### src/rtl/serial_pkg.sv
// Shared constants for the serial transmit arbiter: FSM state encodings,
// default requester count and inter-frame gap, and an index-width helper.
package serial_pkg;

    // Default number of byte requesters and idle cycles between frames.
    localparam int DEFAULT_PORTS = 4;
    localparam int DEFAULT_GAP   = 4;

    // FSM encoding kept as plain constants so legacy tools can use it.
    localparam int STATE_W = 2;
    localparam logic [STATE_W-1:0] S_IDLE  = 2'd0;
    localparam logic [STATE_W-1:0] S_ISSUE = 2'd1;
    localparam logic [STATE_W-1:0] S_WAIT  = 2'd2;
    localparam logic [STATE_W-1:0] S_GAP   = 2'd3;

    // Width of a port index; at least one bit, even for tiny port counts.
    function automatic int idx_width(input int n);
        return (n > 1) ? $clog2(n) : 1;
    endfunction

endpackage : serial_pkg

### src/rtl/rr_arbiter.sv
// Combinational round-robin picker. Searches upward from the port after
// last_i, wrapping around, and returns the first requesting port both as a
// one-hot vector and as an index. Returns all-zero when nothing requests.
module rr_arbiter
    import serial_pkg::*;
#(
    parameter  int PORTS = DEFAULT_PORTS,
    localparam int IDX_W = idx_width(PORTS)
) (
    input  logic [PORTS-1:0] req_i,
    input  logic [IDX_W-1:0] last_i,
    output logic [PORTS-1:0] gnt_o,
    output logic [IDX_W-1:0] gnt_idx_o
);

    logic found;

    // Walk the search offsets 1..PORTS and take the first requesting port.
    always_comb begin
        // NOTE: every signal written here gets a default first, so no path
        // leaves it unassigned and no latch is inferred.
        gnt_o     = '0;
        gnt_idx_o = '0;
        found     = 1'b0;
        for (int off = 1; off <= PORTS; off++) begin
            for (int p = 0; p < PORTS; p++) begin
                if (!found && req_i[p] && (p == ((int'(last_i) + off) % PORTS))) begin
                    found     = 1'b1;
                    gnt_o[p]  = 1'b1;
                    gnt_idx_o = IDX_W'(p);
                end
            end
        end
    end

endmodule : rr_arbiter

### src/rtl/serial_tx_arbiter.sv
// Round-robin arbiter feeding single bytes from several requesters into one
// serial transmitter. One frame at a time: accept a byte, pulse the
// transmitter for one cycle, wait for it to finish, idle for GAP cycles,
// then arbitrate again. The transmitter itself lives outside this block.
module serial_tx_arbiter
    import serial_pkg::*;
#(
    parameter int PORTS = DEFAULT_PORTS,
    parameter int GAP   = DEFAULT_GAP
) (
    input  logic               clk_x4,
    input  logic               rst_x,
    input  logic [8*PORTS-1:0] i_req_data,
    input  logic [PORTS-1:0]   i_req_valid,
    output logic [PORTS-1:0]   o_req_ready,
    output logic [PORTS-1:0]   o_grant,
    output logic [7:0]         o_tx_data,
    output logic               o_tx_valid,
    input  logic               i_tx_busy,
    input  logic               i_tx_error,
    output logic               o_error
);

    localparam int          IDX_W    = idx_width(PORTS);
    localparam logic [7:0]  GAP_LOAD = 8'(GAP);

    // Registered state and its next-state values.
    logic [STATE_W-1:0] state_q,      state_d;
    logic [IDX_W-1:0]   last_q,       last_d;
    logic [PORTS-1:0]   grant_q,      grant_d;
    logic [7:0]         tx_data_q,    tx_data_d;
    logic [7:0]         gap_cnt_q,    gap_cnt_d;
    logic               wait_first_q, wait_first_d;
    logic               error_q,      error_d;

    // Arbiter results and the byte offered by the winning port.
    logic [PORTS-1:0]   arb_gnt;
    logic [IDX_W-1:0]   arb_idx;
    logic [7:0]         sel_byte;
    logic               handshake;

    rr_arbiter #(
        .PORTS (PORTS)
    ) u_rr_arbiter (
        .req_i     (i_req_valid),
        .last_i    (last_q),
        .gnt_o     (arb_gnt),
        .gnt_idx_o (arb_idx)
    );

    // Ready only in idle with the transmitter free; also held low while the
    // reset is asserted so nothing is accepted in the cycle being reset.
    assign o_req_ready = (state_q == S_IDLE && !i_tx_busy && rst_x) ? arb_gnt : '0;

    // The arbiter only picks valid ports, so any ready bit is a handshake.
    assign handshake = |o_req_ready;

    // Pick the winning port's byte out of the packed request bus.
    always_comb begin
        sel_byte = '0;
        for (int p = 0; p < PORTS; p++) begin
            if (arb_gnt[p]) begin
                sel_byte = i_req_data[8*p +: 8];
            end
        end
    end

    // Frame sequencing: idle -> issue (one cycle) -> wait for the transmitter
    // to go quiet -> optional gap -> idle.
    always_comb begin
        state_d      = state_q;
        last_d       = last_q;
        grant_d      = grant_q;
        tx_data_d    = tx_data_q;
        gap_cnt_d    = gap_cnt_q;
        wait_first_d = wait_first_q;
        error_d      = error_q | i_tx_error;

        case (state_q)
            S_IDLE: begin
                if (handshake) begin
                    state_d   = S_ISSUE;
                    last_d    = arb_idx;
                    grant_d   = arb_gnt;
                    tx_data_d = sel_byte;
                end
            end

            S_ISSUE: begin
                // The transmitter only reports busy from the cycle after the
                // start pulse, so the first wait cycle must not sample it.
                state_d      = S_WAIT;
                wait_first_d = 1'b1;
            end

            S_WAIT: begin
                if (wait_first_q) begin
                    wait_first_d = 1'b0;
                end else if (!i_tx_busy) begin
                    grant_d = '0;
                    if (GAP > 0) begin
                        state_d   = S_GAP;
                        gap_cnt_d = GAP_LOAD;
                    end else begin
                        state_d = S_IDLE;
                    end
                end
            end

            S_GAP: begin
                // Counter holds the remaining gap cycles including this one.
                if (gap_cnt_q <= 8'd1) begin
                    state_d   = S_IDLE;
                    gap_cnt_d = 8'd0;
                end else begin
                    gap_cnt_d = gap_cnt_q - 8'd1;
                end
            end

            default: begin
                state_d = S_IDLE;
            end
        endcase
    end

    // State registers; reset abandons any frame in flight and makes port 0
    // the first candidate by pointing last at the highest port.
    always_ff @(posedge clk_x4) begin
        // NOTE: sequential state uses non-blocking assignments so every
        // register samples the values from before this edge.
        if (!rst_x) begin
            state_q      <= S_IDLE;
            last_q       <= IDX_W'(PORTS - 1);
            grant_q      <= '0;
            tx_data_q    <= 8'd0;
            gap_cnt_q    <= 8'd0;
            wait_first_q <= 1'b0;
            error_q      <= 1'b0;
        end else begin
            state_q      <= state_d;
            last_q       <= last_d;
            grant_q      <= grant_d;
            tx_data_q    <= tx_data_d;
            gap_cnt_q    <= gap_cnt_d;
            wait_first_q <= wait_first_d;
            error_q      <= error_d;
        end
    end

    assign o_grant    = grant_q;
    assign o_tx_data  = tx_data_q;
    assign o_tx_valid = (state_q == S_ISSUE);
    assign o_error    = error_q;

endmodule : serial_tx_arbiter
### config.mk
export PLATFORM = sky130hd
export DESIGN_NAME = serial_tx_arbiter
export DESIGN_NICKNAME = d
export VERILOG_FILES = /design/src/rtl/serial_pkg.sv /design/src/rtl/rr_arbiter.sv /design/src/rtl/serial_tx_arbiter.sv
export SDC_FILE = /design/constraint.sdc
export NUM_CORES = 1
export LEC_CHECK = 0
export CAP_MARGIN = 5
export CORE_ASPECT_RATIO = 2
export CORE_MARGIN = 5
export CORE_UTILIZATION = 45
export CTS_BUF_LIST = sky130_fd_sc_hd__clkbuf_4
export CTS_CLUSTER_DIAMETER = 150
export DETAILED_ROUTE_END_ITERATION = 10
export GPL_ROUTABILITY_DRIVEN = 0
export GPL_TIMING_DRIVEN = 0
export PLACE_DENSITY = 0.78
export SETUP_SLACK_MARGIN = 0.05
export SLEW_MARGIN = 0
export SYNTH_ARGS = -nofsm -noshare
export SYNTH_HDL_FRONTEND = slang
export SYNTH_SLANG_ARGS = --single-unit
### constraint.sdc
create_clock -name clk_x4 -period 2.4 [get_ports clk_x4]
set_input_delay 0.24 -clock clk_x4 [delete_from_list [all_inputs] [get_ports clk_x4]]
set_output_delay 0.24 -clock clk_x4 [all_outputs]
set_load 0.01 [all_outputs]
==> results.json, run 1 <==
{
  "drive_gt1_share_pct": 12.0,
  "slew_headroom_pct": 48.5,
  "ys.flop_type": "dfxtp_1",
  "area_growth_pct": 44.1,
  "grt_pass1_wl_um": 6890,
  "crit_required_ns": 2.16,
  "reg2reg_to": "o_tx_data[5]$_SDFFE_PN0P_",
  "nNetsFinal": 281,
  "overflow": 0,
  "crit_arrival_ns": 2.06,
  "rr_worst_depth": 7,
  "setup_viol_count_final": 0,
  "cts.clk_slew.worst_paths_ns": 0.14,
  "synth_seq_cells": 26,
  "fin_setup_tns_ns": 0,
  "numCtsBuffers": 3,
  "num_antenna_cells": 0,
  "synth_most_common_cell": "dfxtp_1",
  "synth_fp_nets": 220,
  "reg2reg_setup_slack_ns": 0.32,
  "post_cts_buffers": 0,
  "final_util_pct": 65.4,
  "min_path_cells": 4,
  "cellPowerDensity_nw_per_um2": 766,
  "drc": 0,
  "hpwl_um": 3410,
  "cts.sinks": 26,
  "num_vias": 1539,
  "grt_max_degree": 16,
  "grt_antenna_before_repair": 0,
  "portBuffers": 56,
  "cts_tree": "done",
  "min-delay-start": "i_req_valid[1]",
  "cap_violations": 0,
  "boundaryPins": 58,
  "synthCells": 174,
  "r2r_start": "state_q[1]$_SDFFE_PN0P_",
  "antenna_left": 0,
  "start_util_pct": 45.4,
  "die-area_um2": 4700,
  "synthesis.area_um2": 1520,
  "ys_async_sr_fraction_pct": 0,
  "grt.total_usage_pct": 18.9,
  "outcome": "completed",
  "clockBufferDepth": 2,
  "ys_warn_count": 0,
  "skew_ns": 0.00893,
  "htree_levels": 1,
  "crit_path_start_kind": "primary input",
  "first_pass_iters": 4,
  "grt_pass1_vias": 1558,
  "fin_crit_sh_pct": 95.8,
  "crit_path_end_kind": "primary output",
  "synth_edf_count": 0,
  "ys_seq_area_share_pct": 34.3,
  "final_max_slew_viol_count": 0,
  "synth_top_area_cell": "dfxtp_1",
  "worstSkewPairLatency_ns": 0.32,
  "rsz0062_at_grt": "yes",
  "yosysUniqueCellTypes": 40,
  "viasPerCell": 5.79,
  "finalWirelength_um": 4270,
  "cts_hold_buf": 0,
  "timing.setup.critical_path_class": "in -> out",
  "holdPathEnd": "o_grant[1]$_SDFFE_PN0P_",
  "hold_viol": 0,
  "hp-class": "in -> reg",
  "vdd.ir_drop.worst_mv": 0.385,
  "die_w_um": 51.1,
  "rows": 30,
  "fmax_ghz": 0.435,
  "synth.area.top_cells": "dfxtp_1 (34%), a221oi_2 (8.9%), ha_1 (5.0%)",
  "syn_area_per_cell_um2": 8.72,
  "crit_path_max_fanout": 10,
  "cts-root-buf": "clkbuf_4",
  "tightestPinTransition_ns": 0.751,
  "synth_common_cells": "dfxtp_1 (26), nor2_1 (19), o21ai_1 (11)",
  "yosysTopAreaCellShare_pct": 34.3,
  "min_period_ns": 2.30,
  "drtIter0Drc": 21,
  "p_leak_nw": 0.824,
  "fp.dieH_um": 92.1,
  "core_um2": 3340,
  "wire_per_inst_um": 16.0
}
[worst max path at each step]
stage	start	endpoint	slack, ns	cells past startpoint
CTS	i_req_valid[3]	o_req_ready[0]	0.04	6
detailed placement	i_req_valid[3]	o_req_ready[0]	-0.12	6
global placement	i_req_valid[3]	o_req_ready[0]	-0.1	6
finish	i_req_valid[0]	o_req_ready[2]	0.10	5
global route	i_req_valid[0]	o_req_ready[2]	-0.002	5
floorplan	state_q[0]$_SDFFE_PN0P_	state_q[1]$_SDFFE_PN0P_	0.67	7
[metrics by stage]
step	hold WS, ns	cell area (um^2)	cells	worst slack [ns]	power (mW)
after floorplan	0.364	1520	174	0.671	1.09
after global placement	0.440	2120	262	-0.0974	1.37
after detailed placement	0.448	2120	262	-0.116	1.38
after CTS	0.402	2180	266	0.0374	1.68
after global routing	0.435	2190	266	-0.00170	1.78
final	0.409	2190	266	0.102	1.67
[final cells by class]
| cell class | instances | area (um^2) |
|---|---|---|
| timing repair buffer | 56 | 566 |
| clock inverter | 1 | 30.0 |
| inverter | 9 | 33.8 |
| buffer | 10 | 55.1 |
| tap | 32 | 40.0 |
| sequential | 26 | 522 |
| multi-input combinational | 129 | 917 |
| fill | 291 | 1150 |
| clock buffer | 3 | 22.5 |
[logic make-up after synthesis]
kind of cell               synth area share (%)
and+or+nand+nor                            20.7
AOI/OAI and AO/OA                          30.2
DFF                                        34.3
buffers and inverters                      5.69
xor gates and xnor gates                   3.47
adders and majority gates                  4.95
muxes                                     0.660
[power breakdown]
| part | internal [mW] | switching [mW] |
|---|---|---|
| clock | 0.169 | 0.132 |
| sequential | 0.524 | 0.0734 |
| combinational | 0.379 | 0.396 |
[worst max-delay path: stages]
cell	delay, ns
clkdlybuf4s50_1	0.50
o21ai_1	0.27
o211ai_2	0.28
nor2_1	0.20
clkdlybuf4s50_1	0.57
[timing repair]
action / 4_1_cts / 5_1_grt
resized for setup: 3 / 4
gates cloned: 0 / 0
setup endpoints to repair: 2 / 4
[metal layers]
layer | track usage [%] | share of wire (%) | vias to the layer above
met4 | 9.66 | 3.6 | 0
met2 | 37.1 | 59 | 38
met5 | 0 | 0 | -
met3 | 1.79 | 3.1 | 10
met1 | 18.3 | 35 | 730
li1 | - | - | 761
[cell usage in the layout, fill, tap and decap left out, types with 3 or more instances in the layout]
cell type	synthesis	final
clkdlybuf4s50_1	0	54
dfxtp_1	26	25
nor2_1	19	18
o21ai_1	11	12
nand2_1	9	9
a221oi_2	9	9
nand3_1	9	9
inv_1	8	8
o221ai_1	8	8
a21oi_1	6	6
ha_1	6	6
buf_2	6	5
nor2b_1	5	5
nor4_1	5	5
xnor2_1	5	5
or3_1	4	4
nand3b_1	3	3
clkbuf_1	3	3
a21boi_1	3	3
o21ai_0	4	3
clkbuf_4	0	3
[flip-flops by register name (all words and copies together) (netlist names)]
signal	count
gap_cnt_q	8
last_q	2
o_error	1
o_grant	4
o_tx_data	8
state_q	2
wait_first_q	1
No activity file was read; power rests on OpenSTA's default activity.
==> inputs of run 2 (changes only) <==
--- a/config.mk
+++ b/config.mk
@@ -6,7 +6,7 @@
 export NUM_CORES = 1
 export LEC_CHECK = 0
 export CAP_MARGIN = 5
-export CORE_ASPECT_RATIO = 2
+export CORE_ASPECT_RATIO = 0.5
 export CORE_MARGIN = 5
 export CORE_UTILIZATION = 45
 export CTS_BUF_LIST = sky130_fd_sc_hd__clkbuf_4
@@ -16,7 +16,7 @@
 export GPL_TIMING_DRIVEN = 0
 export PLACE_DENSITY = 0.78
 export SETUP_SLACK_MARGIN = 0.05
-export SLEW_MARGIN = 0
+export SLEW_MARGIN = 15
 export SYNTH_ARGS = -nofsm -noshare
 export SYNTH_HDL_FRONTEND = slang
 export SYNTH_SLANG_ARGS = --single-unit
==> run 2 against run 1 <==
Against the previous run:
- clock-buffer cell count unchanged
- design area grew 1.9%
- die area stayed put
- worst hold slack got worse by 0.017 ns
- clock skew fell by 0.0025 ns
- critical path depth is 1 higher
- cell count is 3.4% higher
- largest power group unchanged
==> results.json, run 2 (synthesis gave the netlist of run 1 again) <==
{
  "outcome": "completed",
  "tightestPinTransition_ns": 0.790,
  "cts_tree": "done",
  "reg2reg_setup_slack_ns": 0.29,
  "start_util_pct": 48.6,
  "nNetsFinal": 282,
  "mostFrequentLayoutCell": "clkdlybuf4s50_1",
  "antenna_left": 0,
  "crit_path_end_kind": "primary output",
  "cts_hold_buf": 0,
  "wire_per_inst_um": 15.7,
  "vdd.ir_drop.worst_mv": 0.354,
  "r2r_start": "state_q[0]$_SDFFE_PN0P_",
  "hold_viol": 0,
  "crit_path_max_fanout": 8,
  "fmax_ghz": 0.444,
  "area_growth_pct": 46.9,
  "hpwl_um": 3230,
  "fp.dieH_um": 51.1,
  "cap_violations": 0,
  "rr_worst_depth": 7,
  "fin_ws_ns": 0.149,
  "grt_max_degree": 16,
  "crit_arrival_ns": 2.01,
  "overflow": 0,
  "fin_setup_tns_ns": 0,
  "reg2reg_to": "o_tx_data[4]$_SDFFE_PN0P_",
  "num_antenna_cells": 0,
  "die_w_um": 92.1,
  "core_um2": 3120,
  "grt_antenna_before_repair": 0,
  "skew_ns": 0.00640,
  "portBuffers": 56,
  "num_vias": 1529,
  "grt.total_usage_pct": 18.0,
  "clockBufferDepth": 2,
  "slew_headroom_pct": 45.8,
  "first_pass_iters": 4,
  "min_period_ns": 2.25,
  "boundaryPins": 58,
  "timing.setup.critical_path_class": "reg -> out",
  "rsz0062_at_grt": "yes",
  "hp-class": "in -> reg",
  "viasPerCell": 5.56,
  "cts.clk_slew.worst_paths_ns": 0.14,
  "place_ws_ns": -0.0922,
  "crit_required_ns": 2.16,
  "cts-root-buf": "clkbuf_4",
  "cellPowerDensity_nw_per_um2": 764,
  "htree_levels": 1,
  "grt_pass1_wl_um": 6820,
  "holdWs_ns": 0.393,
  "post_dp_cell_area_um2": 2130,
  "grt_pass1_vias": 1418,
  "finalWirelength_um": 4310,
  "numCtsBuffers": 3,
  "rows": 14,
  "setup_viol_count_final": 0,
  "design_area_um2": 2230,
  "drtIter0Drc": 62,
  "p_total_mw": 1.70,
  "fin_crit_sh_pct": 93.8,
  "final_max_slew_viol_count": 0,
  "cts.sinks": 26,
  "die-area_um2": 4700,
  "endpoint": "o_req_ready[1]",
  "crit_path_start_kind": "flop",
  "final_cell_mix": "clkdlybuf4s50_1 (54), dfxtp_1 (24), nor2_1 (16), o21ai_1 (11)",
  "p_leak_nw": 0.834,
  "worstSkewPairLatency_ns": 0.33,
  "drc": 0,
  "crit_start": "last_q[0]$_SDFFE_PN1P_",
  "drive_gt1_share_pct": 14.0
}
[run 2: worst min path at each step]
stage	startpoint	end	slack, ns	depth (start not counted)
finish	i_req_valid[1]	o_grant[1]$_SDFFE_PN0P_	0.39	4
global route	i_req_valid[1]	o_grant[1]$_SDFFE_PN0P_	0.38	4
CTS	i_req_valid[1]	o_grant[1]$_SDFFE_PN0P_	0.38	4
detailed placement	o_error$_SDFF_PN0_	o_error$_SDFF_PN0_	0.45	1
global placement	o_error$_SDFF_PN0_	o_error$_SDFF_PN0_	0.43	1
floorplan	i_tx_error	o_error$_SDFF_PN0_	0.36	1
[run 2: per-layer routing]
layer,vias up,part of all wire (%),GRT usage [%]
met5,-,0,0
met4,0,0.53,3.69
met3,4,5.8,3.08
met2,46,51,32.6
met1,712,43,22.9
li1,767,-,-
[run 2: final cells by class]
type	count	area [um^2]
fillers	271	891
plain buffers	10	63.8
clock inverters	1	30.0
repair buffers	57	573
inverters	9	33.8
clock buffers	3	22.5
multi-input cells	129	928
well taps	40	50.0
flip-flops and latches	26	526
[run 2: worst max-delay path: stages, from the launching register on]
cell	delay (ns)
dfxtp_1	0.32
clkbuf_4	0.17
nand2b_1	0.16
a311o_1	0.37
nand2_1	0.12
nor2_1	0.05
clkdlybuf4s50_1	0.48
[run 2: metrics by stage]
step	instances	util, %
3_3_place_gp	270	68.2
3_5_place_dp	270	68.2
5_1_grt	275	71.4
4_1_cts	274	70.1
2_1_floorplan	174	-
6_report	275	71.4
[run 2: what timing repair did]
| action | in CTS | in global routing |
|---|---|---|
| endpoints found under the setup margin | 2 | 3 |
| gates resized for setup | 3 | 12 |
| pin swaps | 0 | 2 |
| setup buffers | 0 | 1 |
| hold endpoints to repair | 0 | 0 |
[run 2: power by group]
group / internal, mW / switching (mW) / leakage, nW
registers: 0.526 / 0.0759 / 0.213
clock network: 0.169 / 0.137 / 0.0279
logic: 0.390 / 0.403 / 0.593
